<file path="src/rtl/q2_phase_gen.sv">
// q2_phase_gen: divides the master clock into NPHASE consecutive,
// non-overlapping phase windows of programmable width. It also generates
// the sc/ws cycle strobes and a count of completed machine cycles.
//
// Ports:
//   clk      master clock, rising edge
//   nreset   asynchronous active-low reset
//   nstart   active-low run request (level)
//   nstop    active-low stop request (level), beats nstart in IDLE
//   step     active-high single machine-cycle request (level)
//   div      clk cycles per phase, 0 treated as 1
//   cdiv     1 = alternate sc/ws per cycle, 0 = sc every cycle
//   phase    one-hot current phase, zero when idle
//   sc, ws   one-clk strobes at the first clk of phase[0]
//   running  high in RUN, STOP_PEND or STEP
//   cycles   completed machine cycles, wraps
module q2_phase_gen #(
  parameter int NPHASE    = 4,
  parameter int DIV_WIDTH = 8,
  parameter int CNT_WIDTH = 16
) (
  input  logic                 clk,
  input  logic                 nreset,
  input  logic                 nstart,
  input  logic                 nstop,
  input  logic                 step,
  input  logic [DIV_WIDTH-1:0] div,
  input  logic                 cdiv,
  output logic [NPHASE-1:0]    phase,
  output logic                 sc,
  output logic                 ws,
  output logic                 running,
  output logic [CNT_WIDTH-1:0] cycles
);

  typedef enum logic [1:0] {
    S_IDLE,
    S_RUN,
    S_STOP_PEND,
    S_STEP
  } state_t;

  state_t                 state_q, state_d;
  logic [NPHASE-1:0]      phase_q, phase_d;
  logic [DIV_WIDTH-1:0]   prescale_q, prescale_d;
  logic [DIV_WIDTH-1:0]   div_eff_q, div_eff_d;
  logic                   cdiv_q, cdiv_d;
  logic                   parity_q, parity_d;
  logic                   sc_q, sc_d;
  logic                   ws_q, ws_d;
  logic                   running_q, running_d;
  logic [CNT_WIDTH-1:0]   cycles_q, cycles_d;

  logic [DIV_WIDTH-1:0]   div_in;
  logic                   last_tick;

  always_comb begin
    state_d    = state_q;
    phase_d    = phase_q;
    prescale_d = prescale_q;
    div_eff_d  = div_eff_q;
    cdiv_d     = cdiv_q;
    parity_d   = parity_q;
    running_d  = running_q;
    cycles_d   = cycles_q;
    sc_d       = 1'b0;
    ws_d       = 1'b0;

    div_in    = (div == '0) ? DIV_WIDTH'(1) : div;
    last_tick = (prescale_q == div_eff_q - DIV_WIDTH'(1));

    case (state_q)
      S_IDLE: begin
        // Stop beats start; start beats step.
        if (nstop && (!nstart || step)) begin
          state_d    = !nstart ? S_RUN : S_STEP;
          phase_d    = NPHASE'(1);
          prescale_d = '0;
          div_eff_d  = div_in;
          cdiv_d     = cdiv;
          parity_d   = 1'b0;
          running_d  = 1'b1;
          sc_d       = 1'b1;  // parity restarts at 0, so entry is always an sc cycle
        end
      end
      default: begin
        if (state_q == S_RUN && !nstop)
          state_d = S_STOP_PEND;

        if (!last_tick) begin
          prescale_d = prescale_q + DIV_WIDTH'(1);
        end else begin
          prescale_d = '0;
          if (phase_q[NPHASE-1]) begin
            // Machine-cycle boundary: count, flip parity, relatch settings.
            cycles_d  = cycles_q + CNT_WIDTH'(1);
            parity_d  = !parity_q;
            div_eff_d = div_in;
            cdiv_d    = cdiv;
            if (state_q == S_RUN) begin
              phase_d = NPHASE'(1);
              // Strobe choice follows the new cycle's parity and cdiv.
              sc_d    = !(cdiv && !parity_q);
              ws_d    = cdiv && !parity_q;
            end else begin
              state_d   = S_IDLE;
              phase_d   = '0;
              running_d = 1'b0;
            end
          end else begin
            phase_d = {phase_q[NPHASE-2:0], 1'b0};
          end
        end
      end
    endcase
  end

  always_ff @(posedge clk or negedge nreset) begin
    if (!nreset) begin
      state_q    <= S_IDLE;
      phase_q    <= '0;
      prescale_q <= '0;
      // Relatched on every IDLE exit, so this reset value is never observed.
      div_eff_q  <= DIV_WIDTH'(1);
      cdiv_q     <= 1'b0;
      parity_q   <= 1'b0;
      sc_q       <= 1'b0;
      ws_q       <= 1'b0;
      running_q  <= 1'b0;
      cycles_q   <= '0;
    end else begin
      state_q    <= state_d;
      phase_q    <= phase_d;
      prescale_q <= prescale_d;
      div_eff_q  <= div_eff_d;
      cdiv_q     <= cdiv_d;
      parity_q   <= parity_d;
      sc_q       <= sc_d;
      ws_q       <= ws_d;
      running_q  <= running_d;
      cycles_q   <= cycles_d;
    end
  end

  assign phase   = phase_q;
  assign sc      = sc_q;
  assign ws      = ws_q;
  assign running = running_q;
  assign cycles  = cycles_q;

endmodule
</file>
<file path="config.mk">
export PLATFORM = sky130hd
export DESIGN_NAME = q2_phase_gen
export DESIGN_NICKNAME = d
export VERILOG_FILES = /design/src/rtl/q2_phase_gen.sv
export SDC_FILE = /design/constraint.sdc
export NUM_CORES = 1
export LEC_CHECK = 0
export ABC_AREA = 1
export CAP_MARGIN = 40
export CORE_MARGIN = 2
export CORE_UTILIZATION = 50
export DETAILED_ROUTE_END_ITERATION = 6
export PLACE_DENSITY = 0.74
export SLEW_MARGIN = 20
export SYNTH_ARGS = -nofsm -noshare
export SYNTH_HDL_FRONTEND = slang
export SYNTH_SLANG_ARGS = --single-unit
</file>
<file path="constraint.sdc">
create_clock -name clk -period 2.5 [get_ports clk]
set_input_delay 0.25 -clock clk [delete_from_list [all_inputs] [get_ports clk]]
set_output_delay 0.25 -clock clk [all_outputs]
set_load 0.05 [all_outputs]
</file>
==> results.sh <==
export IMPL_status="finished clean"
export IMPL_ys_async_sr_fraction=1.00
export IMPL_critical_path_class="register to register"
export IMPL_drive_gt1_frac=0.0823
export IMPL_synth_edf_count=0
export IMPL_tritoncts="done"
export IMPL_syn_num_nets=374
export IMPL_diodes=0
export IMPL_synthAdderAreaFrac=0.0142
export IMPL_synth_top_family_by_area="simple AND/OR/NAND/NOR gates"
export IMPL_clock_skew_ps=8.13
export IMPL_track_usage=0.218
export IMPL_wire_per_inst_um=12.9
export IMPL_finalSetupTns_ps=0
export IMPL_layoutNonFillerInstCount=471
export IMPL_multi_input_area_um2=1390
export IMPL_drtIter0Drc=178
export IMPL_maxCapViolations=0
export IMPL_synth_cell_type_count=30
export IMPL_syn_inst=357
export IMPL_clockBufferDepth=2
export IMPL_synth_compound_area_frac=0.0404
export IMPL_fin_crit_ps=2250
export IMPL_final_common_cell="nand2_1"
export IMPL_p_per_area_nw_per_um2=1060
export IMPL_syn_cell_area_um2=2640
export IMPL_vias=2504
export IMPL_regArea_um2=1050
export IMPL_dp_hpwl_mm=4.57
export IMPL_synthXorXnorAreaFrac=0.0764
export IMPL_synth_top_area_cell="dfrtp_1"
export IMPL_die_h_um=76.6
export IMPL_antenna_found_initial=0
export IMPL_synth_area_top_cells="dfrtp_1, nand2_1, nand3_1"
export IMPL_wl_mm=6.07
export IMPL_dp_cells=460
export IMPL_cts_buffers=5
export IMPL_critPathMaxFanout=8
export IMPL_slowest_stage="dfstp_2"
export IMPL_period_share=0.902
export IMPL_ys_warn_count=0
export IMPL_fillers=461
export IMPL_synth_avg_cell_area_um2=7.38
export IMPL_path_cells="inv_1 -> ha_1 -> nand2_1 -> inv_1 -> nor2_1 -> nand2_1 -> nor2_1 -> nand3_1 -> nor2_2 -> nand2_1 -> nand2_4 -> nand2_2 -> nand2_1 -> o21ai_1"
export IMPL_yosysSeqAreaShare=0.399
export IMPL_cts_sinks=42
export IMPL_slew_headroom=0.659
export IMPL_grt_ovfl_total=0
export IMPL_yosys_area_share_simple=0.393
export IMPL_start_util=0.516
export IMPL_leakage_nw=1.56
export IMPL_r2r_cells=14
export IMPL_synth_top_area_frac=0.389
export IMPL_cp_common_cell="nand2_1"
export IMPL_layout_common_cells="nand2_1, dfrtp_1, inv_1"
export IMPL_dieArea_um2=5870
export IMPL_clk_latency_ps=290
export IMPL_timing_fmax_mhz=444
export IMPL_syn_to_final_growth_pct=22.0
export IMPL_start_kind="register"
export IMPL_drc=0
export IMPL_grt_first_pass_wirelength_mm=10.5
export IMPL_root_buffer="clkbuf_8"
export IMPL_hold_path_class="input pin to async pin"
export IMPL_final_max_slew_viol_count=0
export IMPL_fin_nets=417
export IMPL_cp_arrival_ps=2440
export IMPL_gp_congestion=0.941
export IMPL_antenna_left=0
export IMPL_grt_pass1_vias=2249
export IMPL_tightest_slew_ps=510
export IMPL_viasPerCell=5.32
export IMPL_io_buffers=36
export IMPL_max_stage_delay_ps=560
export IMPL_end_kind="register"
export IMPL_muxShareOfSynthArea=0
export IMPL_grt_start_max_net_pins=24
export IMPL_pin_count=37
export IMPL_first_pass_iters=4
export IMPL_ys_seq_elements=42
export IMPL_synth_flop_cell="dfrtp_1"
export IMPL_peakVddDrop_mv=0.911
export IMPL_htreeDepth=2
export IMPL_core_area_um2=5110
export IMPL_path_clk_slew_ps=80
export IMPL_critPathRequiredTime_ps=2680
export IMPL_hold_viol=0
export IMPL_fp_dieW_um=76.6
export IMPL_setup_violations=0
export IMPL_rsz0062_at_grt="no"
export IMPL_rows=26
report_power, final:
| group | internal (mW) | leakage (nW) | switching, mW |
|---|---|---|---|
| clock network | 0.196 | 0.0441 | 0.238 |
| registers | 0.860 | 0.558 | 0.206 |
| logic | 0.679 | 0.959 | 1.24 |
| total | 1.73 | 1.56 | 1.68 |
state kept, by name, summed over array words and instances (netlist names):
signal / count
phase: 4
state_q: 2
prescale_q: 8
ws: 1
cycles: 16
sc: 1
parity_q: 1
div_eff_q: 8
running: 1
cells by family after synthesis:
kind of cell / count (synthesis)
buffers and inverters: 49
flip-flops: 42
AO/OA/AOI/OAI: 19
adder cells (fa/ha/maj): 3
XOR/XNOR: 23
AND/OR/NAND/NOR: 221
cell usage after synthesis (4+ instances only):
cell type    n
nand3_1     37
xor2_1      15
o22ai_1      7
xnor2_1      8
nand2_2      4
nor3_1      10
o21ai_1      5
nor2_1      28
nand4_1     26
nand2_1    104
inv_1       38
dfrtp_1     41
worst paths after layout:
kind / startpoint / endpoint / slack (ps)
worst max-delay path: div_eff_q[0]$_DFFE_PN1P_ / phase[1]$_DFFE_PN0P_ / 250
min in group clk: parity_q$_DFFE_PN0P_ / parity_q$_DFFE_PN0P_ / 510
worst min register to register: parity_q$_DFFE_PN0P_ / parity_q$_DFFE_PN0P_ / 510
worst max register to register: div_eff_q[0]$_DFFE_PN1P_ / phase[1]$_DFFE_PN0P_ / 250
worst min-delay path: nreset / div_eff_q[5]$_DFFE_PN0P_ / 450
max in group asynchronous: nreset / cycles[10]$_DFFE_PN0P_ / 1570
area by class of cell:
type	count	share of cell area
multi-input cells	266	0.432
flip-flops and latches	42	0.327
repair buffers	45	0.139
inverters	40	0.0467
well taps	70	0.0272
clock buffers	5	0.0214
clock inverters	3	0.00662
worst max-delay path, delay by kind of cell (launching register included):
family / cells / cell delay (ps)
DFF: 1 / 560
buffers and inverters: 2 / 140
adders and majority gates: 1 / 320
AOI/OAI and AO/OA: 1 / 60
and+or+nand+nor: 10 / 1070
timing repair:
item / in CTS / in global routing
setup buffers: 0 / 2
hold buffers: 1 / 0
endpoints found under the hold margin: 18 / 0
resized for setup: 0 / 2
setup endpoints to repair: 0 / 18
stage by stage:
| step | instance area, um2 | utilization | total power [mW] | hold WS (ps) | setup slack [ps] |
|---|---|---|---|---|---|
| final | 3210 | 0.629 | 3.42 | 453 | 246 |
| after floorplan | 2640 | - | 2.46 | -45.6 | 413 |
| after CTS | 3190 | 0.625 | 3.38 | 452 | 119 |
| after global placement | 3060 | 0.600 | 2.88 | 446 | 249 |
| after global routing | 3210 | 0.629 | 3.71 | 489 | 3.84 |
| after detailed placement | 3090 | 0.605 | 2.93 | 240 | 123 |
layer usage:
| metal | track usage | share of wire | vias up |
|---|---|---|---|
| met1 | 0.303 | 0.47 | 1168 |
| li1 | - | - | 1255 |
| met4 | 0.0727 | 0.017 | 0 |
| met5 | 0 | 0 | - |
| met2 | 0.342 | 0.46 | 70 |
| met3 | 0.0450 | 0.055 | 11 |
Power figures use the tool's default switching activity.
